File: src/rtl/qpsk_upsampler.sv
// QPSK dibit mapper and SPS-times upsampler with a one-entry pending buffer.
// Build option QPSK_ZERO_STUFF_EN: emit the mapped value on sample 0 only, zeros otherwise.
module qpsk_upsampler #(
    parameter int SPS = 4,
    parameter int DW  = 16,
    parameter int AMP = 23170
) (
    input  logic            clk,
    input  logic            rst,
    input  logic            in_valid,
    input  logic [1:0]      in_data,
    output logic            in_ready,
    output logic            out_valid,
    output logic [2*DW-1:0] out_data,
    input  logic            out_ready
);

    localparam int CW = (SPS > 1) ? $clog2(SPS) : 1;
    localparam logic [CW-1:0] CNT_LAST = CW'(SPS - 1);
    localparam logic signed [DW-1:0] AMP_POS = DW'(AMP);

    function automatic logic signed [DW-1:0] map_bit(input logic b);
        return b ? -AMP_POS : AMP_POS;
    endfunction

    function automatic logic [2*DW-1:0] map_dibit(input logic [1:0] d);
        logic signed [DW-1:0] i_s;
        logic signed [DW-1:0] q_s;
        i_s = map_bit(d[1]);
        q_s = map_bit(d[0]);
        return {i_s, q_s};
    endfunction

    logic            cur_valid_q, cur_valid_d;
    logic [2*DW-1:0] cur_sym_q,   cur_sym_d;
    logic [CW-1:0]   cnt_q,       cnt_d;
    logic            nxt_valid_q, nxt_valid_d;
    logic [1:0]      nxt_data_q,  nxt_data_d;
    logic [2*DW-1:0] out_data_q,  out_data_d;

    logic in_fire;
    logic out_fire;
    logic last_sample;
    logic in_taken;

    assign in_ready    = !rst && !nxt_valid_q;
    assign in_fire     = in_valid && in_ready;
    assign out_fire    = cur_valid_q && out_ready;
    assign last_sample = (cnt_q == CNT_LAST);

    always_comb begin
        cur_valid_d = cur_valid_q;
        cur_sym_d   = cur_sym_q;
        cnt_d       = cnt_q;
        nxt_valid_d = nxt_valid_q;
        nxt_data_d  = nxt_data_q;
        in_taken    = 1'b0;

        if (out_fire) begin
            if (!last_sample) begin
                cnt_d = cnt_q + 1'b1;
            end else begin
                cnt_d = '0;
                if (nxt_valid_q) begin
                    cur_sym_d   = map_dibit(nxt_data_q);
                    nxt_valid_d = 1'b0;
                end else if (in_fire) begin
                    cur_sym_d = map_dibit(in_data);
                    in_taken  = 1'b1;
                end else begin
                    cur_valid_d = 1'b0;
                end
            end
        end

        // A dibit not absorbed by the symbol handoff goes to cur if idle, else waits in nxt.
        if (in_fire && !in_taken) begin
            if (!cur_valid_q) begin
                cur_valid_d = 1'b1;
                cur_sym_d   = map_dibit(in_data);
                cnt_d       = '0;
            end else begin
                nxt_valid_d = 1'b1;
                nxt_data_d  = in_data;
            end
        end
    end

    // Output word is precomputed from next state so out_data comes straight from a flop.
    always_comb begin
        out_data_d = cur_valid_d ? cur_sym_d : '0;
`ifdef QPSK_ZERO_STUFF_EN
        if (cnt_d != '0) begin
            out_data_d = '0;
        end
`endif
    end

    always_ff @(posedge clk or posedge rst) begin
        if (rst) begin
            cur_valid_q <= 1'b0;
            cur_sym_q   <= '0;
            cnt_q       <= '0;
            nxt_valid_q <= 1'b0;
            nxt_data_q  <= '0;
            out_data_q  <= '0;
        end else begin
            cur_valid_q <= cur_valid_d;
            cur_sym_q   <= cur_sym_d;
            cnt_q       <= cnt_d;
            nxt_valid_q <= nxt_valid_d;
            nxt_data_q  <= nxt_data_d;
            out_data_q  <= out_data_d;
        end
    end

    assign out_valid = cur_valid_q;
    assign out_data  = out_data_q;

endmodule

File: config.mk
export PLATFORM = sky130hd
export DESIGN_NAME = qpsk_upsampler
export DESIGN_NICKNAME = d
export VERILOG_FILES = /design/src/rtl/qpsk_upsampler.sv
export SDC_FILE = /design/constraint.sdc
export NUM_CORES = 1
export LEC_CHECK = 0
export CAP_MARGIN = 30
export CORE_MARGIN = 4
export CORE_UTILIZATION = 55
export CTS_BUF_LIST = sky130_fd_sc_hd__clkbuf_8
export CTS_CLUSTER_SIZE = 8
export DETAILED_ROUTE_END_ITERATION = 8
export PLACE_DENSITY = 0.91
export SYNTH_ARGS = -nofsm -noshare
export SYNTH_HDL_FRONTEND = slang
export SYNTH_SLANG_ARGS = --single-unit
File: constraint.sdc
create_clock -name clk -period 2.5 [get_ports clk]
set_input_delay 0.5 -clock clk [delete_from_list [all_inputs] [get_ports clk]]
set_output_delay 0.5 -clock clk [all_outputs]
set_load 0.02 [all_outputs]
==> metrics <==
CTS tree=built; final wirelength=around 4.6 mm; hold_ws=between 0.4 and 0.5 ns; Max clock buf depth=2; core area=roughly 4400 sq um; DR iter-0 viols=217; setup total negative slack=0 ns; Total GRT Usage=0.183; Sequential Area=1750 sq um; number of global-route vias before repair=between 1500 and 2000; total power=between 3 and 4 mW; Die Span Y=75.2 microns; Netlist cell types=29; antenna diode count=0; DR DRC count=0; first-pass GRT wire length=about 7.5 mm; Hold Buf Count CTS=0; status=complete, no violations; final-report setup violation count=0; clock-pin slew of the registers on the worst-case setup and hold paths=around 0.070 ns; YS warnings=0; layout cell share with drive strength beyond 1=0.0881; fin crit period=2.27 ns; RSZ-0062 raised after global routing=no; Hold Violations, Final=0; Final HPWL DP=about 3 mm; detailed-route wire length per cell=about 15 microns; CTS Buf Count=9; CP Max Fanout=5; setup repair bufs after CTS=0; kind of critical path=in -> out; Layout Skew=0.00592 ns; port buffer count=39; Mapped Cells=214; FMAX=0.441 GHz; leakage=~1.6 nW; Final Instance Count excl. Fillers=roughly 310; most common cell after layout, fill and taps aside=dfrtp_1; P per Cell Area=between 1000 and 1500 nW/um^2; largest net degree at the start of global routing=71; register area share after synthesis=0.705; Placed Instances=298; fin util=0.709; total number of vias=roughly 1700; initial core utilization=0.571; max-cap viol count=0; Fillers=312; synthesis-to-finish area growth=24.3%; CTS H-Tree Depth=3; mapped cell area=between 2000 and 2500 sq um; crit path capture type=output pin; reg2reg setup slack=roughly 0.57 ns; CTS sink count=70; Std-Cell Rows=24; VDD IR max=~0.74 mV; most frequent cells in the layout=dfrtp_1, nand2_1, clkdlybuf4s50_1; Synthesized Nets=221; Worst-Margin Slew=0.814 ns; syn avg cell area=~12 sq um; DR pass1 iterations=4; Via density=between 5 and 6; multi-input logic area=between 600 and 700 sq um; crit path launch type=primary input; arrival time at the worst endpoint=approximately 1.8 ns; RePlAce Congestion=approximately 0.8; Ports=40; die area=5660 sq um; clk_lat worst skew=about 0.34 ns; Die Wd=~75 microns; number of synthesized register bits=70; GRT overflow=0; Max Slew Vio Count=0; Post-CTS Resized=0; root buffer cell=clkbuf_8; worst rel slew slack=0.458; Routed Antenna Nets=0; Worst Path Required=around 2.0 ns; Hold Path Class=reg -> reg; initial antenna violation count=0; Final nets=approximately 260; fin crit share=0.906
[metrics by stage]
step	setup slack [ns]	cell area, sq um
floorplan	0.0689	2490
global placement	0.189	2920
detailed placement	0.0685	2920
CTS	0.225	3090
global route	0.167	3090
finish	0.234	3090
[cells by family (layout without fill, tap and decap cells)]
family,after synthesis,in the layout,share of synthesized area
flops,70,70,0.705
compound gates,41,41,0.0911
simple gates,81,81,0.144
mux,4,4,0.0171
fa+ha+maj,1,1,0.00503
buf+inv,17,64,0.0377
[Yosys cell counts (all sizes together)]
library cell | n | area share
o32ai | 1 | 0.0035
and3 | 1 | 0.0025
nand2b | 3 | 0.0075
or3b | 1 | 0.0035
inv | 4 | 0.0060
clkbuf | 5 | 0.0080
and2 | 5 | 0.013
a32oi | 1 | 0.0035
a21oi | 29 | 0.058
mux2i | 2 | 0.0081
a21boi | 3 | 0.0091
mux2 | 2 | 0.0091
nand2 | 58 | 0.088
nor2b | 2 | 0.0050
a31oi | 1 | 0.0025
a21o | 2 | 0.0060
ha | 1 | 0.0050
nand4 | 1 | 0.0025
nand3 | 2 | 0.0040
dfrtp | 70 | 0.70
o21ai | 4 | 0.0081
or4b | 1 | 0.0040
nor3b | 2 | 0.0060
buf | 8 | 0.024
or2 | 1 | 0.0025
nor3 | 1 | 0.0020
nor2 | 3 | 0.0045
[power breakdown]
group,switching (mW),internal (mW),total (mW)
Combinational,0.797,0.592,1.39
Clock,0.393,0.374,0.767
Sequential,0.156,1.51,1.67
[flip-flops by register name (all words and copies together) (netlist names), named ones only]
signal	flops
out_data	32
nxt_data_q	2
out_valid	1
cur_sym_q	32
cnt_q	2
[per-layer routing]
layer  share of wire  global-route usage  vias up
met1            0.43               0.233      818
met5               0                   0        -
met4           0.018              0.0816        0
li1                -                   -      785
met2            0.47               0.279       65
met3           0.078              0.0748        8
[layout make-up]
cell class              instances  area share
flip-flops and latches         70       0.567
multi-input cells             127       0.207
repair buffers                 45       0.145
clock buffers                  10      0.0446
well taps                      52      0.0211
clock inverters                 5     0.00891
inverters                       4     0.00608
[final timing paths]
kind	to	cells after the start	startpoint
setup / recovery	in_ready	3	rst
hold / removal	cur_sym_q[1]$_DFF_PP0_	1	cur_sym_q[1]$_DFF_PP0_
setup reg to reg	out_data[26]$_DFF_PP0_	6	cnt_q[0]$_DFF_PP0_
hold reg to reg	cur_sym_q[1]$_DFF_PP0_	1	cur_sym_q[1]$_DFF_PP0_
max in group asynchronous	out_data[11]$_DFF_PP0_	3	rst
min in group asynchronous	cur_sym_q[30]$_DFF_PP0_	3	rst
[critical path, cell delays in order]
cell             delay (ns)
clkdlybuf4s50_1        0.50
nor2_1                 0.15
clkdlybuf4s50_1        0.61
No activity file was read; power rests on OpenSTA's default activity.
